[config.mk]
export PLATFORM = sky130hd
export DESIGN_NAME = c_raddr_gen_flat
export DESIGN_NICKNAME = d
export VERILOG_FILES = /design/src/rtl/c_pkg.sv /design/src/rtl/c_raddr_gen_if.sv /design/src/rtl/c_win_cnt.sv /design/src/rtl/c_raddr_gen.sv /design/src/flat_wrapper.sv
export SDC_FILE = /design/constraint.sdc
export NUM_CORES = 1
export LEC_CHECK = 0
export ABC_AREA = 1
export BUFFER_PORTS_ARGS = -buffer_cell sky130_fd_sc_hd__clkbuf_2
export CAP_MARGIN = 40
export CORE_UTILIZATION = 35
export DETAILED_ROUTE_END_ITERATION = 8
export HOLD_SLACK_MARGIN = 0.15
export PLACE_DENSITY_LB_ADDON = 0.15
export SLEW_MARGIN = 20
export SYNTH_ARGS = -nofsm -noshare
export SYNTH_HDL_FRONTEND = slang
export SYNTH_SLANG_ARGS = --single-unit
[constraint.sdc]
create_clock -name clk -period 6.1 [get_ports clk]
set_clock_uncertainty 0.15 [all_clocks]
set_input_delay 1.83 -clock clk [delete_from_list [all_inputs] [get_ports clk]]
set_output_delay 1.83 -clock clk [all_outputs]
set_load 0.01 [all_outputs]
[src/rtl/c_pkg.sv]
// Shared definitions for the CONV read-address generator: FSM encoding,
// config field widths and legal maxima.
package c_pkg;

    typedef enum logic [0:0] {
        IDLE = 1'b0,
        RUN  = 1'b1
    } state_e;

    localparam int unsigned CFG_K_W = 3;
    localparam int unsigned CFG_S_W = 2;
    localparam int unsigned K_MAX   = 7;
    localparam int unsigned S_MAX   = 3;

endpackage

[src/rtl/c_raddr_gen_if.sv]
// Address stream between c_raddr_gen (master) and the CONV read mux (slave).
interface c_raddr_gen_if #(
    parameter int unsigned AW = 14
) ();

    logic [AW-1:0] m_addr;
    logic          m_addr_first;
    logic          m_addr_last;
    logic          m_addr_valid;
    logic          m_addr_ready;

    modport master (
        output m_addr, m_addr_first, m_addr_last, m_addr_valid,
        input  m_addr_ready
    );

    modport slave (
        input  m_addr, m_addr_first, m_addr_last, m_addr_valid,
        output m_addr_ready
    );

endinterface

[src/rtl/c_win_cnt.sv]
// Nested ky/kx window counter; exposes next-state position flags so the
// parent can register first/last alongside the address.
module c_win_cnt
    import c_pkg::*;
(
    input  logic               clk,
    input  logic               rst_n,
    input  logic               clr,
    input  logic               step,
    input  logic [CFG_K_W-1:0] k,
    output logic [CFG_K_W-1:0] kx_nxt,
    output logic               kx_wrap,
    output logic               ky_wrap,
    output logic               first_nxt,
    output logic               last_nxt
);

    logic [CFG_K_W-1:0] kx_q, ky_q, ky_nxt, k_m1;

    assign k_m1    = k - CFG_K_W'(1);
    assign kx_wrap = (kx_q == k_m1);
    assign ky_wrap = (ky_q == k_m1);

    always_comb begin
        kx_nxt = kx_q;
        ky_nxt = ky_q;
        if (clr) begin
            kx_nxt = '0;
            ky_nxt = '0;
        end else if (step) begin
            if (kx_wrap) begin
                kx_nxt = '0;
                ky_nxt = ky_wrap ? '0 : ky_q + CFG_K_W'(1);
            end else begin
                kx_nxt = kx_q + CFG_K_W'(1);
            end
        end
        first_nxt = (kx_nxt == '0) && (ky_nxt == '0);
        last_nxt  = (kx_nxt == k_m1) && (ky_nxt == k_m1);
    end

    always_ff @(posedge clk or negedge rst_n) begin
        if (!rst_n) begin
            kx_q <= '0;
            ky_q <= '0;
        end else begin
            kx_q <= kx_nxt;
            ky_q <= ky_nxt;
        end
    end

endmodule

[src/rtl/c_raddr_gen.sv]
// Convolution read-address generator: walks every KxK window in raster order
// using only incremental adds and streams one word address per beat.
module c_raddr_gen
    import c_pkg::*;
#(
    parameter int unsigned AW  = 14,
    parameter int unsigned IFW = 7
) (
    input  logic               clk,
    input  logic               rst_n,
    input  logic               start,
    input  logic [AW-1:0]      cfg_base,
    input  logic [IFW-1:0]     cfg_w,
    input  logic [IFW-1:0]     cfg_h,
    input  logic [CFG_K_W-1:0] cfg_k,
    input  logic [CFG_S_W-1:0] cfg_s,
    output logic               busy,
    output logic               done,
    output logic               cfg_err,
    c_raddr_gen_if.master      m
);

    localparam int unsigned CW = IFW + 2;

    state_e             state_q, state_d;
    logic [IFW-1:0]     w_q, w_d, h_q, h_d, col_q, col_d, rpos_q, rpos_d;
    logic [CFG_K_W-1:0] k_q, k_d, k_cur, kx_nxt;
    logic [CFG_S_W-1:0] s_q, s_d;
    logic [AW-1:0]      sw_q, sw_d, row_base_q, row_base_d, win_base_q, win_base_d;
    logic [AW-1:0]      row_ptr_q, row_ptr_d, addr_q, addr_d, cfg_w_ext;
    logic               first_q, first_d, last_q, last_d, valid_q, valid_d;
    logic               busy_q, busy_d, done_q, done_d, err_q, err_d;
    logic               clr, step, kx_wrap, ky_wrap, first_nxt, last_nxt;
    logic               cfg_ok, ox_adv, oy_adv, frame_end;

    c_win_cnt u_win_cnt (
        .clk       (clk),
        .rst_n     (rst_n),
        .clr       (clr),
        .step      (step),
        .k         (k_cur),
        .kx_nxt    (kx_nxt),
        .kx_wrap   (kx_wrap),
        .ky_wrap   (ky_wrap),
        .first_nxt (first_nxt),
        .last_nxt  (last_nxt)
    );

    assign cfg_ok = (cfg_k != '0) && (cfg_s != '0) &&
                    (IFW'(cfg_k) <= cfg_w) && (IFW'(cfg_k) <= cfg_h);
    // Next window still fits when origin + S + K stays within the map edge.
    assign ox_adv = (CW'(col_q) + CW'(s_q) + CW'(k_q)) <= CW'(w_q);
    assign oy_adv = (CW'(rpos_q) + CW'(s_q) + CW'(k_q)) <= CW'(h_q);
    assign frame_end = kx_wrap && ky_wrap && !ox_adv && !oy_adv;
    assign cfg_w_ext = AW'(cfg_w);

    always_comb begin
        state_d    = state_q;
        w_d        = w_q;
        h_d        = h_q;
        k_d        = k_q;
        s_d        = s_q;
        sw_d       = sw_q;
        col_d      = col_q;
        rpos_d     = rpos_q;
        row_base_d = row_base_q;
        win_base_d = win_base_q;
        row_ptr_d  = row_ptr_q;
        addr_d     = addr_q;
        first_d    = first_q;
        last_d     = last_q;
        valid_d    = valid_q;
        busy_d     = busy_q;
        done_d     = 1'b0;
        err_d      = 1'b0;
        clr        = 1'b0;
        step       = 1'b0;
        k_cur      = k_q;
        unique case (state_q)
            IDLE: begin
                if (start && cfg_ok) begin
                    state_d    = RUN;
                    w_d        = cfg_w;
                    h_d        = cfg_h;
                    k_d        = cfg_k;
                    s_d        = cfg_s;
                    // S*W as up to three adds of W
                    sw_d       = cfg_w_ext + ((cfg_s >= 2'd2) ? cfg_w_ext : '0)
                                           + ((cfg_s == 2'd3) ? cfg_w_ext : '0);
                    col_d      = '0;
                    rpos_d     = '0;
                    row_base_d = cfg_base;
                    win_base_d = cfg_base;
                    row_ptr_d  = cfg_base;
                    clr        = 1'b1;
                    k_cur      = cfg_k;
                    addr_d     = cfg_base;
                    first_d    = 1'b1;
                    last_d     = last_nxt;
                    valid_d    = 1'b1;
                    busy_d     = 1'b1;
                end else if (start) begin
                    err_d  = 1'b1;
                    done_d = 1'b1;
                end
            end
            RUN: begin
                if (valid_q && m.m_addr_ready) begin
                    if (frame_end) begin
                        state_d = IDLE;
                        valid_d = 1'b0;
                        busy_d  = 1'b0;
                        first_d = 1'b0;
                        last_d  = 1'b0;
                        done_d  = 1'b1;
                    end else begin
                        step = 1'b1;
                        if (kx_wrap && ky_wrap && ox_adv) begin
                            col_d      = col_q + IFW'(s_q);
                            win_base_d = win_base_q + AW'(s_q);
                            row_ptr_d  = win_base_d;
                        end else if (kx_wrap && ky_wrap) begin
                            col_d      = '0;
                            rpos_d     = rpos_q + IFW'(s_q);
                            row_base_d = row_base_q + sw_q;
                            win_base_d = row_base_d;
                            row_ptr_d  = row_base_d;
                        end else if (kx_wrap) begin
                            row_ptr_d = row_ptr_q + AW'(w_q);
                        end
                        addr_d  = row_ptr_d + AW'(kx_nxt);
                        first_d = first_nxt;
                        last_d  = last_nxt;
                    end
                end
            end
        endcase
    end

    always_ff @(posedge clk or negedge rst_n) begin
        if (!rst_n) begin
            state_q    <= IDLE;
            w_q        <= '0;
            h_q        <= '0;
            k_q        <= '0;
            s_q        <= '0;
            sw_q       <= '0;
            col_q      <= '0;
            rpos_q     <= '0;
            row_base_q <= '0;
            win_base_q <= '0;
            row_ptr_q  <= '0;
            addr_q     <= '0;
            first_q    <= 1'b0;
            last_q     <= 1'b0;
            valid_q    <= 1'b0;
            busy_q     <= 1'b0;
            done_q     <= 1'b0;
            err_q      <= 1'b0;
        end else begin
            state_q    <= state_d;
            w_q        <= w_d;
            h_q        <= h_d;
            k_q        <= k_d;
            s_q        <= s_d;
            sw_q       <= sw_d;
            col_q      <= col_d;
            rpos_q     <= rpos_d;
            row_base_q <= row_base_d;
            win_base_q <= win_base_d;
            row_ptr_q  <= row_ptr_d;
            addr_q     <= addr_d;
            first_q    <= first_d;
            last_q     <= last_d;
            valid_q    <= valid_d;
            busy_q     <= busy_d;
            done_q     <= done_d;
            err_q      <= err_d;
        end
    end

    assign m.m_addr       = addr_q;
    assign m.m_addr_first = first_q;
    assign m.m_addr_last  = last_q;
    assign m.m_addr_valid = valid_q;
    assign busy           = busy_q;
    assign done           = done_q;
    assign cfg_err        = err_q;

endmodule

[src/flat_wrapper.sv]
// flat-port wrapper written by rule: the top's interface ports become plain ports
module c_raddr_gen_flat import c_pkg::*;
#(
    parameter int unsigned AW  = 14,
    parameter int unsigned IFW = 7
)
  (clk, rst_n, start, cfg_base, cfg_w, cfg_h, cfg_k, cfg_s, busy, done, cfg_err, m_m_addr, m_m_addr_first, m_m_addr_last, m_m_addr_valid, m_m_addr_ready);
  c_raddr_gen_if #(.AW(AW)) m_i ();
  input  logic clk;
  input  logic rst_n;
  input  logic start;
  input  logic [AW-1:0] cfg_base;
  input  logic [IFW-1:0] cfg_w;
  input  logic [IFW-1:0] cfg_h;
  input  logic [CFG_K_W-1:0] cfg_k;
  input  logic [CFG_S_W-1:0] cfg_s;
  output logic busy;
  output logic done;
  output logic cfg_err;
  output wire logic [$bits(m_i.m_addr)-1:0] m_m_addr;
  output wire logic [$bits(m_i.m_addr_first)-1:0] m_m_addr_first;
  output wire logic [$bits(m_i.m_addr_last)-1:0] m_m_addr_last;
  output wire logic [$bits(m_i.m_addr_valid)-1:0] m_m_addr_valid;
  input wire logic [$bits(m_i.m_addr_ready)-1:0] m_m_addr_ready;
  assign m_m_addr = m_i.m_addr;
  assign m_m_addr_first = m_i.m_addr_first;
  assign m_m_addr_last = m_i.m_addr_last;
  assign m_m_addr_valid = m_i.m_addr_valid;
  assign m_i.m_addr_ready = m_m_addr_ready;
  c_raddr_gen #(.AW(AW), .IFW(IFW)) u_core (.clk(clk), .rst_n(rst_n), .start(start), .cfg_base(cfg_base), .cfg_w(cfg_w), .cfg_h(cfg_h), .cfg_k(cfg_k), .cfg_s(cfg_s), .busy(busy), .done(done), .cfg_err(cfg_err), .m(m_i));
endmodule
==> flow_summary.toml, run 1 <==
[outcome]
status = "finished clean"

[timing]
worst_pin_slew_ns = 0.7259
setup_viol = 0
clock.fmax_mhz = 173.9
maxSlewHeadroom_pct = 51.43
period_needed_ns = 5.750
slew_viol_final = 0
finalHoldViolCount = 0
fin_crit_sh_pct = 94.26

[global_route]
grt_max_degree = 49
grt_util_all_layers_pct = 21.00
grt-ovfl-total = 0
grt_pass1_wl_um = 42590
grt_pass1_vias = 7908
antenna_found_initial = 0

[synth]
ys_ff_latch = 110
yosysSeqAreaShare_pct = 30.91
syn_area_um2 = 8906
syn_nets = 1295
syn_avg_cell_area_um2 = 7.490
synth_cells = 1189
ys_types = 53
synthArstFlopShare_pct = 100.0
synth-edff-count = 0
ys.flop_type = "dfrtp_1"
ys_warn_count = 0

[floorplan]
num_io_pins = 57
coreArea_um2 = 25040
die_w_um = 161.5
initial_core_util_pct = 35.57
die_area_um2 = 26090
rows = 58
die_y_um = 161.5

[finish]
finalNonFillerCells = 1624
mostFrequentLayoutCells = "257 x nand2_1, 151 x inv_1, 109 x dfrtp_1"
final_cell_area_um2 = 10280
nNetsFinal = 1395
antennaDiodeCount = 0
final_common_cell = "nand2_1"
drive_gt1_share_pct = 18.93
area_growth_pct = 15.45
nFillCells = 2640

[clock_network]
cts_buffers = 9
cts_buffer_depth = 2
cts_sinks = 110
htreeDepth = 3
cts_tree = "yes"
insertion_delay_ns = 0.37
cts-root-buf = "clkbuf_16"
ctsHoldBuffers = 0
clk_pin_slew_ns = 0.09

[critical_path]
path_delay_family = "simple AND/OR/NAND/NOR gates"
worst-setup-path-type = "in -> reg"
crit_buf_inv = 8
critical_path.max_stage_delay_ns = 0.32
slowest_stage = "ha_1"
worstPathArrival_ns = 5.87
cp-end-kind = "flop"
start_kind = "input port"
timing.rr.start = "u_core.s_q[0]"
rr_worst_depth = 33
reg2reg_to = "u_core.m.m_addr[11]"
critPathRequiredTime_ns = 6.22
rrSetupSlack_ns = 0.59
crit_fanout = 8

[min_path]
holdPathEnd = "u_core.sw_q[0]"
min_from = "u_core.sw_q[0]"
min_path_type = "reg -> reg"
hold_depth = 2

[place]
dp_hpwl_um = 20000
gp_congestion = 0.8771
placed_area_um2 = 9882
post-place-cells = 1606
port_buffers = 56

[drt]
first_pass_iters = 5
vias = 8054
detail_route.wl_per_cell_um = 15.96
drt-initial-drc-count = 518
routed_wl_um = 25920
drcViolationCount = 0
detail-route-antenna-nets = 0
via_per_inst = 4.959

[flow_run]
drv_cap = 0
==> final cells by class <==
type                       count  area (um2)  share of cell area, %
timing repair buffer         121       770.7                  7.496
clock buffer                  11       252.7                  2.458
clock inverter                 5       70.07                 0.6814
sequential                   110        2754                  26.78
multi-input combinational    876        5374                  52.26
inverter                     171       648.1                  6.303
tap                          330       412.9                  4.016
==> worst max path at each step <==
stage | from | end | cells after the start
floorplan | cfg_w[2] | u_core.m.m_addr[12] | 30
global placement | cfg_w[2] | u_core.m.m_addr[12] | 31
detailed placement | cfg_w[2] | u_core.m.m_addr[13] | 31
CTS | cfg_w[2] | u_core.m.m_addr[12] | 25
global route | cfg_h[2] | u_core.m.m_addr[11] | 35
finish | cfg_w[2] | u_core.m.m_addr[11] | 34
==> metal layers <==
| layer | track usage, % | wire length [um] | up-vias |
|---|---|---|---|
| met2 | 34.27 | 11690 | 170 |
| met1 | 29.10 | 12670 | 3745 |
| li1 | - | - | 4101 |
| met4 | 6.389 | 685 | 0 |
| met5 | 0 | 0 | - |
| met3 | 2.286 | 882 | 38 |
==> worst register-to-register path: cells and delay by family (launching register included) <==
kind | cells | cell delay [ns]
adder cells (fa/ha/maj) | 5 | 1.66
AND/OR/NAND/NOR | 14 | 1.60
AO/OA/AOI/OAI | 6 | 0.91
buffers and inverters | 7 | 0.45
flip-flops | 1 | 0.44
XOR/XNOR | 1 | 0.19
==> cells in the mapped netlist (12+ instances only) <==
master | number | share of area (%)
o21a_1 | 14 | 1.2
o21ai_1 | 22 | 1.2
inv_2 | 18 | 0.76
dfrtp_1 | 110 | 31
a21oi_1 | 55 | 3.1
nand3_2 | 14 | 1.6
nor3_1 | 14 | 0.79
nand4_1 | 12 | 0.84
o21ai_0 | 56 | 3.1
nor2_1 | 89 | 3.8
inv_1 | 151 | 6.4
ha_1 | 60 | 8.4
clkbuf_1 | 13 | 0.55
a22oi_1 | 18 | 1.5
nand3_1 | 93 | 5.2
nand2_2 | 14 | 0.98
nand2_1 | 259 | 11
xor2_1 | 45 | 4.4
==> sequential cells by signal, summed over array words and instances (netlist names), 7 cells and up <==
register / count
u_core.row_base_q: 14
u_core.win_base_q: 14
u_core.rpos_q: 7
u_core.sw_q: 9
u_core.h_q: 7
u_core.col_q: 7
u_core.w_q: 7
u_core.row_ptr_q: 14
u_core.m.m_addr: 14
==> metrics by stage <==
stage	worst slack, ns	hold WS (ns)	TNS, ns	utilization, %
2_1_floorplan	0.008588	0.3030	0	-
3_5_place_dp	-0.1293	0.3305	-0.9570	39.47
5_1_grt	-0.01584	0.3704	-0.01584	41.07
3_3_place_gp	-0.07771	0.3199	-0.3494	39.47
6_report	0.3501	0.3453	0	41.07
4_1_cts	0.2469	0.3532	0	40.76
==> repair_timing <==
item,CTS,global route
buffers inserted,0,2
endpoints found under the setup margin,0,10
gates resized for setup,0,16
==> cells by family (layout without fill, tap and decap cells) <==
group	Yosys count	after routing	synth area share, %
AOI/OAI and AO/OA	209	209	14.15
xor gates and xnor gates	54	54	5.311
adders and majority gates	69	69	10.45
buffers and inverters	203	308	9.399
DFF	110	110	30.91
and+or+nand+nor	544	544	29.78
Power of run 1 is left out: the tool's default activity adds up to more than one toggle a clock period on the data nets, which glitch-free logic cannot reach.
==> run 2, diff against run 1 <==
--- a/config.mk
+++ b/config.mk
@@ -8,6 +8,7 @@
 export ABC_AREA = 1
 export BUFFER_PORTS_ARGS = -buffer_cell sky130_fd_sc_hd__clkbuf_2
 export CAP_MARGIN = 40
+export CORE_MARGIN = 5
 export CORE_UTILIZATION = 35
 export DETAILED_ROUTE_END_ITERATION = 8
 export HOLD_SLACK_MARGIN = 0.15
==> run 2 against run 1 <==
Compared with the run above: via count shrank 0.73%; largest cell class unchanged; non-clock buffer count decreased by 3; global-route usage shrank 2.1 points; design area fell by 0.39%; critical path type unchanged; highest routed layer unchanged; critical path depth is the same.
==> flow_summary.toml, run 2 (same netlist as run 1, synthesis figures left out) <==
[outcome]
status = "finished clean"

[critical_path]
cp-end-kind = "flop"
rr_worst_depth = 32
cp_common_cell = "inv_1"
critical_path.max_stage_delay_ns = 0.32
rrSetupSlack_ns = 0.60
slowest_stage = "ha_1"
critPathRequiredTime_ns = 6.21
worstPathArrival_ns = 5.76
worst-setup-path-type = "in -> reg"
reg2reg_to = "u_core.m.m_addr[11]"
crit_fanout = 4
crit_start = "cfg_w[2]"
timing.rr.start = "u_core.s_q[0]"
start_kind = "input port"

[drt]
drcViolationCount = 0
first_pass_iters = 5
routed_wl_um = 26370
detail_route.wl_per_cell_um = 16.27
detail-route-antenna-nets = 0
via_per_inst = 4.935
vias = 7995
drt-initial-drc-count = 486

[min_path]
holdPathEnd = "u_core.sw_q[0]"
hold_depth = 2
min_path_type = "reg -> reg"
min_from = "u_core.sw_q[0]"

[finish]
finalNonFillerCells = 1620
drive_gt1_share_pct = 18.84
area_growth_pct = 15.00
nFillCells = 2714
utilization_pct = 40.79
multi_input_area_um2 = 5388
antennaDiodeCount = 0
final-seq-area_um2 = 2754
final_cell_area_um2 = 10240
final_common_cell = "nand2_1"
mostFrequentLayoutCells = "257 x nand2_1, 151 x inv_1, 109 x dfrtp_1"
nNetsFinal = 1392

[global_route]
grt_max_degree = 49
grt_pass1_wl_um = 43220
grt-ovfl-total = 0
grt_util_all_layers_pct = 18.95
grt_pass1_vias = 8043
antenna_found_initial = 0

[floorplan]
rows = 58
initial_core_util_pct = 35.47
die_w_um = 169.5
num_io_pins = 57
die_y_um = 169.5
coreArea_um2 = 25110
die_area_um2 = 28740

[clock_network]
clk_pin_slew_ns = 0.08
cts_buffer_depth = 2
cts-root-buf = "clkbuf_16"
cts_sinks = 110
htreeDepth = 3
ctsHoldBuffers = 0
insertion_delay_ns = 0.37
cts_tree = "yes"
cts_buffers = 9

[timing]
slew_viol_final = 0
fin_crit_sh_pct = 92.52
worst_pin_slew_ns = 0.7587
maxSlewHeadroom_pct = 49.23
finalHoldViolCount = 0
clock.fmax_mhz = 177.2
setup_viol = 0
period_needed_ns = 5.644
hold_ws_ns = 0.3451

[flow_run]
drv_cap = 0

[place]
post-place-cells = 1605
gp_congestion = 0.8968
placed_area_um2 = 9874
port_buffers = 56
dp_hpwl_um = 20410
-- run 2: changes by cell type in the layout (fill, tap and decap cells not counted), sizes merged --
cell      delta
clkinv       +1
clkbuf       -2
buf          -3
inv          -1
clkinvlp     +1
-- run 2: layer usage --
layer / track usage, % / wire [um]
met2: 30.78 / 11990
met4: 5.250 / 561
met5: 0 / 0
met1: 26.62 / 12840
met3: 2.516 / 969
-- run 2: cell type report --
class	count	area share [%]
Multi-Input combinational cell	876	52.60
Sequential cell	110	26.89
Timing Repair Buffer	118	7.305
Inverter	171	6.303
Tap cell	330	4.031
Clock buffer	9	2.199
Clock inverter	6	0.6719
-- run 2: worst max-delay path: cells and delay by family --
family | cells | cell delay, ns
xor+xnor | 1 | 0.17
simple gates | 17 | 1.79
buf+inv | 9 | 0.67
fa+ha+maj | 3 | 0.75
compound gates | 4 | 0.51
-- run 2: worst max path at each step --
stage / endpoint / cells past startpoint
detailed placement: u_core.m.m_addr[9] / 31
finish: u_core.m.m_addr[11] / 34
CTS: u_core.m.m_addr[12] / 26
global route: u_core.m.m_addr[11] / 38
global placement: u_core.m.m_addr[9] / 30
floorplan: u_core.m.m_addr[12] / 30
-- run 2: what timing repair did --
item                       CTS  global route
buffers inserted             0             0
resized for setup            0            17
setup endpoints to repair    0            11
-- run 2: per-stage QoR --
stage                TNS [ns]  worst slack [ns]
floorplan                   0          0.008588
global placement     -0.02941          -0.01919
detailed placement    -0.7457          -0.09881
CTS                         0            0.2741
global route        -0.002332         -0.002332
finish                      0            0.4565
Power of run 2 is left out for the same reason.
==> run 3, diff against run 2 <==
--- a/config.mk
+++ b/config.mk
@@ -13,6 +13,7 @@
 export DETAILED_ROUTE_END_ITERATION = 8
 export HOLD_SLACK_MARGIN = 0.15
 export PLACE_DENSITY_LB_ADDON = 0.15
+export REMOVE_ABC_BUFFERS = 1
 export SLEW_MARGIN = 20
 export SYNTH_ARGS = -nofsm -noshare
 export SYNTH_HDL_FRONTEND = slang
==> run 3 against run 2 <==
Compared with the run above: worst hold slack worse by 0.00099 ns; die area stayed put; clock-buffer cell count is 2 higher; global-route usage is 0.18 points higher; first-iteration DRC count is 17% higher; final cell count hardly changed; sequential share of layout area is 0.24 points lower.
==> flow_summary.toml, run 3 (same netlist as run 1, synthesis figures left out) <==
[finish]
drive_gt1_share_pct = 18.90
antennaDiodeCount = 0
finalNonFillerCells = 1621
mostFrequentLayoutCells = "256 x nand2_1, 150 x inv_1, 109 x dfrtp_1"
final_common_cell = "nand2_1"
area_growth_pct = 16.06
nNetsFinal = 1392

[critical_path]
rrSetupSlack_ns = 0.45
crit_end = "u_core.m.m_addr[11]"
worst-setup-path-type = "in -> reg"
crit_start = "cfg_h[1]"
path_delay_family = "simple AND/OR/NAND/NOR gates"
crit_buf_inv = 8
slowest_stage = "ha_1"
reg2reg_to = "u_core.m.m_addr[11]"
cp_common_cell = "inv_1"
crit_cells = 33
timing.rr.start = "u_core.s_q[0]"
critPathRequiredTime_ns = 6.21
critical_path.max_stage_delay_ns = 0.33
rr_worst_depth = 34
crit_fanout = 5
worstPathArrival_ns = 5.87
cp-end-kind = "flop"
start_kind = "input port"

[global_route]
grt_pass1_wl_um = 43610
grt_max_degree = 49
grt-ovfl-total = 0
antenna_found_initial = 0
grt_util_all_layers_pct = 19.13
grt_pass1_vias = 7937

[timing]
finalHoldViolCount = 0
setup_viol = 0
clock.fmax_mhz = 173.6
fin_crit_sh_pct = 94.43
maxSlewHeadroom_pct = 54.92
setup_tns_ns = 0
slew_viol_final = 0
worst_pin_slew_ns = 0.6762
setup_ws_ns = 0.3397
period_needed_ns = 5.760

[min_path]
min_path_type = "reg -> reg"
hold_depth = 2

[flow_run]
drv_cap = 0

[clock_network]
insertion_delay_ns = 0.36
cts_buffer_depth = 2
clk_pin_slew_ns = 0.08
cts_tree = "yes"
cts-root-buf = "clkbuf_16"
cts_buffers = 9
ctsHoldBuffers = 0
htreeDepth = 3
cts_sinks = 110

[drt]
drcViolationCount = 0
vias = 8025
via_per_inst = 4.951
routed_wl_um = 26840
detail_route.wl_per_cell_um = 16.56
drt-initial-drc-count = 567
first_pass_iters = 6
detail-route-antenna-nets = 0

[floorplan]
rows = 58
coreArea_um2 = 25110
die_area_um2 = 28740
die_w_um = 169.5
initial_core_util_pct = 35.47
num_io_pins = 57
die_y_um = 169.5

[place]
post-place-cells = 1603
dp_hpwl_um = 21020
port_buffers = 56
dp_slack_ns = -0.2847
gp_congestion = 0.8961

[outcome]
status = "finished clean"
## run 3: how the worst min path moves through the flow
stage | start | slack (ns) | to
2_1_floorplan | u_core.h_q[1] | 0.30 | u_core.h_q[1]
3_3_place_gp | u_core.rpos_q[0] | 0.32 | u_core.rpos_q[0]
3_5_place_dp | u_core.rpos_q[0] | 0.33 | u_core.rpos_q[0]
4_1_cts | u_core.h_q[1] | 0.35 | u_core.h_q[1]
5_1_grt | u_core.row_base_q[6] | 0.37 | u_core.row_base_q[6]
6_report | u_core.sw_q[7] | 0.34 | u_core.sw_q[7]
## run 3: cell type report
type	instances	area [um2]
tap	330	412.9
timing repair buffer	118	773.2
inverter	171	648.1
fill	2691	14770
clock buffer	11	242.7
sequential	110	2754
clock inverter	5	106.4
multi-input combinational	876	5399
## run 3: what timing repair did
item	4_1_cts	5_1_grt
endpoints found under the setup margin	0	12
buffers inserted	0	2
gates resized for setup	0	22
## run 3: metrics by stage
| stage | utilization, % | area (um2) | hold WS (ns) |
|---|---|---|---|
| 6_report | 41.17 | 10340 | 0.3441 |
| 5_1_grt | 41.17 | 10340 | 0.3744 |
| 4_1_cts | 40.76 | 10230 | 0.3530 |
| 3_5_place_dp | 39.37 | 9884 | 0.3314 |
| 3_3_place_gp | 39.34 | 9877 | 0.3210 |
| 2_1_floorplan | - | 8713 | 0.3030 |
## run 3: per-layer routing
metal	share of wire (%)	wire length, um	GRT usage (%)
met3	3.9	1035	2.027
met5	0	0	0
met2	44	11830	29.72
met4	1.4	373	5.040
met1	51	13610	28.43
## run 3: worst min-delay path: cells and delay by family (launching register included)
family | cells | cell delay (ns)
AOI/OAI and AO/OA | 1 | 0.06
DFF | 1 | 0.35
and+or+nand+nor | 1 | 0.05
Power of run 3 is left out for the same reason.
